## config.mk

```make
export PLATFORM = sky130hd
export DESIGN_NAME = boole_vector_driver
export DESIGN_NICKNAME = d
export VERILOG_FILES = /design/src/rtl/boole_vector_driver.sv
export SDC_FILE = /design/constraint.sdc
export NUM_CORES = 1
export LEC_CHECK = 0
export ABC_AREA = 1
export ABC_CLOCK_PERIOD_IN_PS = 7000
export CAP_MARGIN = 10
export CORE_MARGIN = 2
export CORE_UTILIZATION = 40
export DETAILED_ROUTE_END_ITERATION = 8
export HOLD_SLACK_MARGIN = 0.06
export PLACE_DENSITY = 0.77
export SLEW_MARGIN = 20
export SYNTH_ARGS = -nofsm -noshare
export SYNTH_HDL_FRONTEND = slang
export SYNTH_SLANG_ARGS = --single-unit
```

## constraint.sdc

```tcl
create_clock -name clk -period 7 [get_ports clk]
set_input_delay 1.4 -clock clk [delete_from_list [all_inputs] [get_ports clk]]
set_output_delay 1.4 -clock clk [all_outputs]
set_load 0.01 [all_outputs]
```

## src/rtl/boole_vector_driver.sv

```systemverilog
// ============================================================================
// Module   : boole_vector_driver
// Purpose  : Stimulus/response engine for the 4-input boolean expression
//            block (f = any high, g = all high, h = NOT exactly-two-high).
//            A start pulse walks vec through 0..15 on a/b/c/d. Each vector
//            is held SETTLE_CYCLES cycles and then checked for one cycle
//            against an internal golden model. The run reports an error
//            count, the first failing vector and pass/fail.
// Macro    : STOP_ON_ERROR_EN - when defined, the first mismatch ends the
//            run at once and a..d keep the failing vector.
// Ports    : clk, rst (async, active-high), start
//            a,b,c,d          stimulus outputs, vec[3..0]
//            f_in,g_in,h_in   responses from the expression block
//            busy, done       run in progress / end-of-run pulse
//            pass, err_count  run result / mismatch count (saturating)
//            first_fail_vec, first_fail_valid  first mismatching vector
// Revision : 1.0 - initial release
// ============================================================================
`default_nettype none

module boole_vector_driver #(
  parameter int SETTLE_CYCLES = 2,
  parameter int ERR_W         = 5
) (
  input  logic             clk,
  input  logic             rst,
  input  logic             start,
  output logic             a,
  output logic             b,
  output logic             c,
  output logic             d,
  input  logic             f_in,
  input  logic             g_in,
  input  logic             h_in,
  output logic             busy,
  output logic             done,
  output logic             pass,
  output logic [ERR_W-1:0] err_count,
  output logic [3:0]       first_fail_vec,
  output logic             first_fail_valid
);

  localparam int               CNT_W      = (SETTLE_CYCLES > 1) ? $clog2(SETTLE_CYCLES) : 1;
  localparam logic [CNT_W-1:0] CNT_RELOAD = CNT_W'(SETTLE_CYCLES - 1);
  localparam logic [ERR_W-1:0] ERR_MAX    = '1;

  typedef enum logic [1:0] {
    S_IDLE   = 2'd0,
    S_SETTLE = 2'd1,
    S_CHECK  = 2'd2,
    S_DONE   = 2'd3
  } state_t;

  state_t           state_q;
  logic [3:0]       vec_q;
  logic [CNT_W-1:0] cnt_q;
  logic             busy_q;
  logic             done_q;
  logic             pass_q;
  logic [ERR_W-1:0] err_q;
  logic [3:0]       ffv_q;
  logic             ffval_q;

  logic [2:0]       w_pop;
  logic [2:0]       w_golden;
  logic             w_mismatch;
  logic             w_last;
  logic [ERR_W-1:0] err_d;

  // Golden model of the expression block for the vector currently driven.
  assign w_pop      = 3'(vec_q[0]) + 3'(vec_q[1]) + 3'(vec_q[2]) + 3'(vec_q[3]);
  assign w_golden   = {(|vec_q), (&vec_q), (w_pop != 3'd2)};
  assign w_mismatch = ({f_in, g_in, h_in} != w_golden);

  // Saturating increment of the mismatch counter.
  assign err_d = (w_mismatch && (err_q != ERR_MAX)) ? (err_q + ERR_W'(1)) : err_q;

  // Condition that ends the run from CHECK.
`ifdef STOP_ON_ERROR_EN
  assign w_last = w_mismatch || (vec_q == 4'hF);
`else
  assign w_last = (vec_q == 4'hF);
`endif

  always_ff @(posedge clk or posedge rst) begin
    if (rst) begin
      state_q <= S_IDLE;
      vec_q   <= 4'h0;
      cnt_q   <= '0;
      busy_q  <= 1'b0;
      done_q  <= 1'b0;
      pass_q  <= 1'b0;
      err_q   <= '0;
      ffv_q   <= 4'h0;
      ffval_q <= 1'b0;
    end else begin
      done_q <= 1'b0;
      case (state_q)
        S_IDLE: begin
          if (start) begin
            vec_q   <= 4'h0;
            cnt_q   <= CNT_RELOAD;
            err_q   <= '0;
            ffv_q   <= 4'h0;
            ffval_q <= 1'b0;
            busy_q  <= 1'b1;
            state_q <= S_SETTLE;
          end
        end
        S_SETTLE: begin
          if (cnt_q == '0) begin
            state_q <= S_CHECK;
          end else begin
            cnt_q <= cnt_q - CNT_W'(1);
          end
        end
        S_CHECK: begin
          err_q <= err_d;
          if (w_mismatch && !ffval_q) begin
            ffv_q   <= vec_q;
            ffval_q <= 1'b1;
          end
          if (w_last) begin
            // done and pass are registered on entry so both are visible
            // during the single DONE cycle.
            done_q  <= 1'b1;
            pass_q  <= (err_d == '0);
            state_q <= S_DONE;
          end else begin
            vec_q   <= vec_q + 4'd1;
            cnt_q   <= CNT_RELOAD;
            state_q <= S_SETTLE;
          end
        end
        S_DONE: begin
          busy_q  <= 1'b0;
          state_q <= S_IDLE;
        end
        default: begin
          state_q <= S_IDLE;
        end
      endcase
    end
  end

  assign a                = vec_q[3];
  assign b                = vec_q[2];
  assign c                = vec_q[1];
  assign d                = vec_q[0];
  assign busy             = busy_q;
  assign done             = done_q;
  assign pass             = pass_q;
  assign err_count        = err_q;
  assign first_fail_vec   = ffv_q;
  assign first_fail_valid = ffval_q;

endmodule

`default_nettype wire

```

# --- Word level (Yosys, flattened, before mapping) ---
# Index checks and enable logic that the tools add are counted.
word_totals:
  wordCells: 65
  output_inout_bits: 17
  regBits: 20
classes:
  addsub: 6
  reduce_logical: 17
  mux: 22
  eq_ne: 11
op_table:
  columns: ["operator", "n"]
  rows:
  - ["case mux 4 bit (2 select lines)", 2]
  - ["two-way mux 4 bit", 3]
  - ["two-way mux 5 bit", 2]
  - ["case mux 5 bit (2 select lines)", 1]
  - ["AND reduction 3 bit", 3]
  - ["inequality test 2 bit, second input constant", 4]
  - ["case mux 2 bit (4 select lines)", 1]
  - ["AND reduction 2 bit", 4]
  - ["two-way mux 1 bit", 7]
  - ["two-way mux 2 bit", 3]
  - ["adder 5 x 1 -> 5 bit, second input constant", 1]
  - ["logical NOT 5 bit", 1]
  - ["inequality test 5 bit, second input constant", 1]
  - ["adder 4 x 1 -> 4 bit, second input constant", 1]
  - ["== test 2 bit, second input constant", 2]
  - ["== test 4 bit, second input constant", 1]
  - ["case mux 1 bit (2 select lines)", 2]
  - ["AND reduction 4 bit", 1]
  - ["nonzero test 2 bit", 2]
  - ["OR reduction 4 bit", 1]
  - ["adder 2 x 1 -> 3 bit", 1]
  - ["adder 3 x 1 -> 3 bit", 1]
  - ["inequality test 3 x 2 -> 1 bit, second input constant", 1]
  - ["inequality test 3 bit", 1]
  - ["8 further kinds", 9]

# --- Depth between registers and ports, before layout ---
# Gate-level depths: netlist (run 1).
depth:
  depth_word: 8
  mapped_depth: 17
  mapped_depth_nobuf: 17

# --- Worst setup path after synthesis (run 1) ---
# Ideal clock, no wire load.
synth_timing:
  path_kind: "reg2reg"
  startpoint: "reg vec_q[3]"
  endpoint: "reg pass_q (netlist: pass)"
  required_ns: 6.884
  slack_ns: 4.638
  synth_period_minus_slack_ns: 2.362
  setup_ns: 0.116
  t_arrival_ns: 2.245
  path_stages_with_launch: 16
  cell_sequence: "dfrtp_1 > inv_1 > fa_1 > inv_1 > ha_1 > ha_1 > nand3_1 > nand2_1 > nand2_1 > nand3_4 > nand2_4 > nand2_1 > o21ai_1 > nor2_1 > nand2_1 > nand2_1"
synth_via:
  elab_chain_cells: 6
  elab_cells_between_ends: 10
  cone_classes: "1 x add/sub; 3 x eq/ne; 1 x mux; 5 x reduce/logical"
synth_lines:
  columns: ["element", "line", "source"]
  rows:
  - ["start, declared", "55", "logic [3:0] vec_q;"]
  - ["start signal, assigned", "130", "vec_q <= vec_q + 4'd1;"]
  - ["adder 3 x 1 -> 3 bit", "71", "assign w_pop = 3'(vec_q[0]) + 3'(vec_q[1]) + 3'(vec_q[2]) + 3'(vec_q[3]);"]
  - ["inequality test 3 x 2 -> 1 bit", "72", "assign w_golden = {(|vec_q), (&vec_q), (w_pop != 3'd2)};"]
  - ["inequality test 3 bit", "73", "assign w_mismatch = ({f_in, g_in, h_in} != w_golden);"]
  - ["logical AND 1 bit", "76", "assign err_d = (w_mismatch && (err_q != ERR_MAX)) ? (err_q + ERR_W'(1)) : err_q;"]
  - ["two-way mux 5 bit", "76", null]
  - ["logical NOT 5 bit", "127", "pass_q <= (err_d == '0);"]
  - ["end signal, assigned", "127", null]
  - ["end, declared", "59", "logic pass_q;"]
# Parallel ways exist; a longest one is shown, timed or not.
# A chain may end at the register's enable or synchronous reset.

# --- Worst setup path in the final report (run 1) ---
layout_timing:
  startpoint: "reg vec_q[2]"
  endpoint: "out b"
layout_rtl:
  columns: ["element", "line", "source"]
  rows:
  - ["end, declared", "29", "output logic b,"]
# No word-level cell between the ends.

==> flow_summary.json, run 1 <==
{
  "grt_usage_pct": 18.2,
  "final_hold_viol_count": 0,
  "irDropWorstVdd_mv": 0.212,
  "routedWlPerCell_um": 13.1,
  "synthTopCellsByArea": "dfrtp_1 45%, nand2_1 9.8%, inv_1 8.1%",
  "die_h_um": 56.8,
  "ys_ff_latch": 20,
  "synth_edf_count": 0,
  "slowest_stage": "clkdlybuf4s50_1",
  "worstHoldStart": "cnt_q",
  "grt_max_degree": 21,
  "path_class": "flop to output port",
  "grt_pass1_wl_mm": 4.55,
  "cp_top_family": "buffers and inverters",
  "reg2regPathDepth": 16,
  "synth-seq-area-share_pct": 44.8,
  "start_kind": "flop",
  "drt_iter0_drc": 30,
  "crit_path_end_kind": "output port",
  "synthToLayoutAreaGrowth_pct": 25.2,
  "synth_top_area_cell": "dfrtp_1",
  "post-route-min-period_ns": 2.81,
  "drc_errors": 0,
  "drive_gt1_share_pct": 6.21,
  "avgViaCountPerCell": 5.27,
  "grt_pass1_vias": 1045,
  "core-area_mm2": 0.00271,
  "nets": 176,
  "clock_skew_ns": 0.00360,
  "die_x_um": 56.8,
  "tightest_slew_ns": 0.756,
  "async_reset_ff_share_pct": 100,
  "holdPathEnd": "state_q[1]",
  "cap_violations": 0,
  "post-cts-setup-buffers": 0,
  "place.gp.congestion": 0.931,
  "numCtsBuffers": 3,
  "period_share_pct": 40.1,
  "htreeDepth": 1,
  "ioPinCount": 23,
  "crit_chain": "clkdlybuf4s50_1",
  "setup_viol": 0,
  "clkTransAtPathRegs_ns": 0.10,
  "r2r_end": "pass",
  "power_density_mw_per_mm2": 324,
  "synth_top_area_share_pct": 44.8,
  "clk_path_buf_depth": 2,
  "die_area_mm2": 0.00323,
  "totalNegativeSetupSlack_ns": 0,
  "hpwl_mm": 1.94,
  "synth_commonest_cells": "29 x nand2_1, 24 x inv_1, 20 x dfrtp_1",
  "antenna_left": 0,
  "p_leak_nw": 0.670,
  "overflow": 0,
  "rows": 19,
  "netlist_area_mm2": 0.00112,
  "cts_resized": 0,
  "r2r-start": "vec_q[3]",
  "clk_latency_ns": 0.30,
  "status": "finished, final reports clean",
  "hold_path_depth": 1,
  "final_util_pct": 51.6,
  "cts_tree": "done",
  "critPathRequiredTime_ns": 5.60,
  "wirelength_mm": 2.52,
  "hold_path.class": "flop to flop",
  "cpPeakStageDelay_ns": 0.60,
  "yosysMostFrequentCell": "nand2_1",
  "num_vias": 1012,
  "yosysWarnings": 0,
  "worstPathArrival_ns": 1.41,
  "worst-path-buf-inv": 1,
  "crit_path_start": "vec_q[2]",
  "numPortBuffers": 22,
  "diodes": 0,
  "rsz0062_at_grt": "false",
  "clockRootBuffer": "clkbuf_4",
  "yosysUniqueCellTypes": 21,
  "antenna_found_initial": 0,
  "avgSynthCellArea_um2": 8.21,
  "critPathMaxFanout": 8,
  "syn_nets": 149,
  "r2r_setup_slack_ns": 4.41,
  "cts_hold_buf": 0,
  "initial_core_util_pct": 41.2,
  "nFillCells": 279,
  "synthCells": 136,
  "max_freq_mhz": 356,
  "finalMaxSlewViolations": 0,
  "first_pass_iters": 4,
  "relSlewSlack_pct": 49.5,
  "cts.sinks": 20,
  "synthFlopType": "dfrtp_1"
}
worst max path at each step:
stage          endpoint  slack (ns)  cells after the start
2_1_floorplan      pass        4.64                     15
3_3_place_gp       pass        4.26                     10
3_5_place_dp       pass        4.19                     11
4_1_cts               b        4.18                      1
5_1_grt               b        4.13                      1
6_report              b        4.19                      1
final cells by class:
type / instances / area [um^2] / share of cell area (%)
timing repair buffer: 22 / 220 / 15.8
clock buffer: 3 / 22.5 / 1.61
sequential: 20 / 500 / 35.8
tap: 31 / 38.8 / 2.78
multi-input combinational: 92 / 526 / 37.6
inverter: 24 / 90.1 / 6.45
worst register-to-register path, delay by kind of cell (launching register included):
family,cells,cell delay (ns)
adder cells (fa/ha/maj),3,1.03
buffers and inverters,2,0.16
AND/OR/NAND/NOR,11,0.88
flip-flops,1,0.47
layer usage:
metal	GRT usage (%)	vias to the layer above	share of wire, %
li1	-	489	-
met1	19.5	484	40
met2	33.2	35	52
met3	5.76	4	5.9
met4	6.64	0	1.5
met5	0	-	0
layout by cell type, fill, tap and decap left out, types with 2 or more instances in the layout:
master and count:
nand4_1 2, o22ai_1 3, o21ai_0 10, xnor2_1 2
ha_1 6, a21oi_1 2, nand2_1 29, nand2_2 4
o21ai_1 2, nand3_1 16, clkdlybuf4s50_1 22, dfrtp_1 20
inv_1 24, clkbuf_4 3, nor2_1 8
registers in the layout, indices dropped and copies added (netlist names):
name / flops
cnt_q: 1
first_fail_valid: 1
pass: 1
first_fail_vec: 4
vec_q: 4
busy: 1
err_count: 5
done: 1
state_q: 2
stage by stage:
step	std cells	total power, mW	area, um^2	hold slack (ns)	worst slack (ns)
floorplan	136	0.309	1120	0.444	4.64
global placement	189	0.386	1380	0.459	4.26
detailed placement	189	0.398	1380	0.473	4.19
CTS	192	0.454	1400	0.493	4.18
global route	192	0.490	1400	0.524	4.13
finish	192	0.453	1400	0.502	4.19
cell families after synthesis:
kind of cell / share of synthesized area (%)
AND/OR/NAND/NOR: 27.6
AO/OA/AOI/OAI: 8.63
XOR/XNOR: 2.35
buffers and inverters: 8.07
flip-flops: 44.8
adder cells (fa/ha/maj): 8.52
power breakdown:
| part | total, mW | leakage (nW) | switching, mW | internal, mW |
|---|---|---|---|---|
| Combinational | 0.223 | 0.395 | 0.128 | 0.0952 |
| Sequential | 0.178 | 0.261 | 0.0306 | 0.147 |
| Clock | 0.0525 | 0.0138 | 0.0324 | 0.0201 |
| Total | 0.453 | 0.670 | 0.190 | 0.262 |
No activity file was read; power rests on OpenSTA's default activity.
==> run 2, diff against run 1 <==
- ABC_CLOCK_PERIOD_IN_PS: 7000 -> 2600
- clock period: 7 -> 2.6 ns (I/O delays scaled with it)
==> flow_summary.json, run 2 (synthesis results as in run 1) <==
{
  "status": "finished, final reports clean",
  "path_class": "flop to flop",
  "critPathMaxFanout": 7,
  "start_kind": "flop",
  "regArea_um2": 502,
  "routed-wl-met2_mm": 1.08,
  "finalMaxSlewViolations": 0,
  "synthToLayoutAreaGrowth_pct": 27.9,
  "setup_ws_ns": 0.158,
  "power_density_mw_per_mm2": 869,
  "die_x_um": 56.8,
  "drive_gt1_share_pct": 8.54,
  "num_vias": 964,
  "met1_length_mm": 1.05,
  "grt_max_degree": 21,
  "multiInputGateArea_um2": 526,
  "rows": 19,
  "core-area_mm2": 0.00271,
  "final_hold_viol_count": 0,
  "htreeDepth": 1,
  "clk_latency_ns": 0.30,
  "hold_path.class": "flop to flop",
  "numPortBuffers": 22,
  "ioPinCount": 23,
  "clkTransAtPathRegs_ns": 0.11,
  "worstPathArrival_ns": 2.65,
  "routedWlPerCell_um": 11.6,
  "irDropWorstVdd_mv": 0.541,
  "clock_skew_ns": 0.00227,
  "drc_errors": 0,
  "final_common_cell": "nand2_1",
  "wirelength_mm": 2.27,
  "crit_path_end_kind": "flop",
  "relSlewSlack_pct": 50.5,
  "die_area_mm2": 0.00323,
  "antenna_found_initial": 0,
  "clk_path_buf_depth": 2,
  "layout_common_cells": "29 x nand2_1, 24 x inv_1, 22 x clkdlybuf4s50_1",
  "period_share_pct": 93.9,
  "cts_hold_buf": 0,
  "place.gp.congestion": 0.852,
  "cap_violations": 0,
  "nets": 178,
  "diodes": 0,
  "die_h_um": 56.8,
  "post-route-min-period_ns": 2.44,
  "largest_reg_flops": 5,
  "route.met3.wl_um": 129,
  "overflow": 0,
  "fin_area_mm2": 0.00143,
  "tightest_slew_ns": 0.741,
  "highest_layer": "met4",
  "cts.sinks": 20,
  "hold_ws_ns": 0.484,
  "p_leak_nw": 0.686,
  "clockRootBuffer": "clkbuf_4",
  "critPathRequiredTime_ns": 2.81,
  "rsz0062_at_grt": "false",
  "setup_viol": 0,
  "avgViaCountPerCell": 4.94,
  "numCtsBuffers": 3,
  "nFillCells": 253,
  "hpwl_mm": 1.74,
  "totalNegativeSetupSlack_ns": 0,
  "p_total_mw": 1.24,
  "initial_core_util_pct": 41.2,
  "drt_iter0_drc": 29,
  "grt_pass1_vias": 885,
  "post_dp_cell_area_mm2": 0.00138,
  "r2r_setup_slack_ns": 0.16,
  "cts_tree": "done",
  "antenna_left": 0,
  "max_freq_mhz": 409,
  "grt_pass1_wl_mm": 3.70,
  "pre_cts_ws_ns": 0.107,
  "grt_usage_pct": 14.6,
  "first_pass_iters": 4
}
==> run 2: changes by cell type in the layout (fill, tap and decap cells not counted) <==
cell      before  now
clkbuf_8       0    1
buf_4          0    2
dfrtp_1       20   19
dfrtp_2        0    1
==> run 2: layer usage <==
layer  track usage (%)  up-vias
li1                  -      494
met1              19.0      445
met2              24.1       23
met3              3.23        2
met4              4.65        0
met5                 0        -
==> run 2: report_power, final <==
group / switching [mW] / internal, mW / leakage [nW] / total [mW]
clock: 0.0965 / 0.0854 / 0.0210 / 0.182
combinational: 0.328 / 0.261 / 0.406 / 0.588
sequential: 0.0746 / 0.396 / 0.259 / 0.470
==> run 2: path summary, 6_finish.rpt <==
kind,startpoint,cells after the start,end
max,vec_q[3],15,pass
min,cnt_q,1,state_q[1]
max reg2reg,vec_q[3],15,pass
min reg2reg,cnt_q,1,state_q[1]
max in group asynchronous,rst,2,vec_q[3]
min in group asynchronous,rst,2,busy
==> run 2: what timing repair did <==
action / in CTS / in global routing
setup endpoints to repair: 0 / 2
setup buffers: 0 / 2
resized for setup: 0 / 1
hold endpoints to repair: 0 / 0
==> run 2: through the flow <==
stage	std cells	utilization [%]
3_5_place_dp	189	50.7
5_1_grt	195	52.7
6_report	195	52.7
3_3_place_gp	189	50.7
4_1_cts	193	52.1
2_1_floorplan	136	-
==> run 2: critical path, stage by stage, from the launching register on <==
cell and delay, ns:
dfrtp_2 0.42, inv_1 0.08, fa_1 0.53, inv_1 0.04, ha_1 0.18, ha_1 0.29
nand3_1 0.09, nand2_1 0.05, nand2_1 0.10, nand3_4 0.11, nand2_4 0.12, nand2_1 0.05
o21ai_1 0.10, nor2_1 0.08, nand2_1 0.07, nand2_1 0.04
==> run 2: cell type report <==
class / instances / share of cell area, %
multi-input combinational: 92 / 36.8
sequential: 20 / 35.1
inverter: 24 / 6.31
clock buffer: 4 / 2.54
tap: 31 / 2.72
timing repair buffer: 24 / 16.5
==> run 3, diff against run 2 <==
- GPL_TIMING_DRIVEN: default -> 0
- RECOVER_POWER: default -> 100
==> flow_summary.json, run 3 (synthesis results as in run 1) <==
{
  "crit_path_end_kind": "flop",
  "overflow": 0,
  "period_share_pct": 94.4,
  "setup_viol": 0,
  "clk_path_buf_depth": 2,
  "ioPinCount": 23,
  "numCtsBuffers": 3,
  "worst-path-buf-inv": 2,
  "max_freq_mhz": 408,
  "routedWlPerCell_um": 12.1,
  "clkTransAtPathRegs_ns": 0.12,
  "power_density_mw_per_mm2": 890,
  "reg2regPathDepth": 15,
  "rows": 19,
  "irDropWorstVdd_mv": 0.618,
  "drive_gt1_share_pct": 12.7,
  "synthToLayoutAreaGrowth_pct": 32.1,
  "cts_tree": "done",
  "finalMaxSlewViolations": 0,
  "crit_end": "pass",
  "cap_violations": 0,
  "cpPeakStageDelay_ns": 0.53,
  "grt_max_degree": 21,
  "totalNegativeSetupSlack_ns": 0,
  "fin_area_mm2": 0.00147,
  "antenna_left": 0,
  "final_hold_viol_count": 0,
  "largest_reg_flops": 5,
  "cts.sinks": 20,
  "wirelength_mm": 2.38,
  "layout_common_cells": "28 x nand2_1, 21 x inv_1, 19 x dfrtp_1, 19 x dlygate4sd3_1, 16 x nand3_1",
  "drc_errors": 0,
  "final_common_cell": "nand2_1",
  "r2r_end": "pass",
  "cp_top_family": "adder cells",
  "clk_latency_ns": 0.30,
  "place_inst": 189,
  "clockPowerShare_pct": 19.4,
  "nets": 180,
  "p_sw_share_pct": 38.9,
  "crit_path_start": "vec_q[3]",
  "grt_pass1_wl_mm": 3.84,
  "final_util_pct": 54.4,
  "die_area_mm2": 0.00323,
  "antenna_found_initial": 0,
  "avgViaCountPerCell": 4.94,
  "hold_path.class": "flop to flop",
  "grt_usage_pct": 15.2,
  "nFillCells": 275,
  "die_h_um": 56.8,
  "clockRootBuffer": "clkbuf_4",
  "multiInputGateArea_um2": 541,
  "core-area_mm2": 0.00271,
  "numPortBuffers": 22,
  "critPathRequiredTime_ns": 2.84,
  "tightest_slew_ns": 0.727,
  "grt_pass1_vias": 930,
  "p_leak_nw": 0.744,
  "slowest_stage": "fa_1",
  "first_pass_iters": 4,
  "num_vias": 974,
  "r2r-start": "vec_q[3]",
  "cp.depth": 15,
  "p_seq_share_pct": 35.7,
  "drt_iter0_drc": 24,
  "switching_power_mw": 0.510,
  "p_total_mw": 1.31,
  "path_class": "flop to flop",
  "critPathMaxFanout": 7,
  "cpMostUsedCell": "nand2_1",
  "start_kind": "flop",
  "pre_cts_ws_ns": 0.0262,
  "clock_skew_ns": 0.00659,
  "power.internal_mw": 0.802,
  "diodes": 0,
  "combPwrFrac_pct": 44.9,
  "post-route-min-period_ns": 2.45,
  "relSlewSlack_pct": 51.5,
  "initial_core_util_pct": 41.2,
  "setup_ws_ns": 0.146,
  "worstPathArrival_ns": 2.70,
  "post_dp_cell_area_mm2": 0.00138,
  "status": "finished, final reports clean",
  "die_x_um": 56.8,
  "htreeDepth": 1,
  "regArea_um2": 502,
  "crit_chain": "inv_2 > fa_1 > inv_1 > ha_1 > ha_4 > nand4_1 > nand2_2 > nand3_4 > nand2_4 > nand2_1 > nand2_2 > nand2_1 > nor2_1 > nand2_1 > nand2_1",
  "place.gp.congestion": 0.855,
  "r2r_setup_slack_ns": 0.15,
  "hpwl_mm": 1.77,
  "final_cell_count_no_fill": 197,
  "hold_ws_ns": 0.480
}
-- run 3: cell count changes in the layout (fill, tap and decap cells not counted), sizes merged --
| cell | change |
|---|---|
| clkdlybuf4s50 | -19 |
| dlygate4sd3 | +19 |
| bufinv | +1 |
| buf | +1 |
-- run 3: power by group through the flow --
| stage | registers (mW) | clock network, mW | logic, mW |
|---|---|---|---|
| 6_report | 0.469 | 0.254 | 0.589 |
| 3_5_place_dp | 0.479 | 0 | 0.575 |
| 5_1_grt | 0.480 | 0.268 | 0.663 |
| 3_3_place_gp | 0.475 | 0 | 0.563 |
| 4_1_cts | 0.473 | 0.258 | 0.583 |
| 2_1_floorplan | 0.496 | 0 | 0.336 |
-- run 3: area by class of cell --
class / count / share of cell area (%)
flip-flops and latches: 20 / 34.0
repair buffers: 26 / 17.0
inverters: 24 / 6.11
well taps: 31 / 2.63
clock buffers: 3 / 1.53
multi-input cells: 92 / 36.7
clock inverters: 1 / 2.04
-- run 3: worst register-to-register path: cells and delay by family (launching register included) --
kind	cells	cell delay, ns
flip-flops	1	0.43
adder cells (fa/ha/maj)	3	1.00
AND/OR/NAND/NOR	10	0.87
buffers and inverters	2	0.10
-- run 3: routing by layer --
layer	part of all wire (%)	GRT usage, %
met5	0	0
met4	0.42	3.65
met2	51	26.7
met1	45	18.9
met3	3.7	3.46
-- run 3: worst min-delay path by stage --
stage / startpoint / to / slack, ns / cells past startpoint
after global routing: cnt_q / state_q[1] / 0.51 / 1
after CTS: cnt_q / state_q[1] / 0.48 / 1
after floorplan: cnt_q / state_q[1] / 0.44 / 1
after detailed placement: cnt_q / state_q[1] / 0.47 / 1
final: cnt_q / state_q[1] / 0.48 / 1
after global placement: cnt_q / state_q[1] / 0.46 / 1
-- run 3: timing repair --
item / 4_1_cts / 5_1_grt
buffers inserted: 0 / 4
hold buffers: 0 / 0
endpoints found under the setup margin: 1 / 5
pin swaps: 0 / 3
resized for setup: 1 / 6
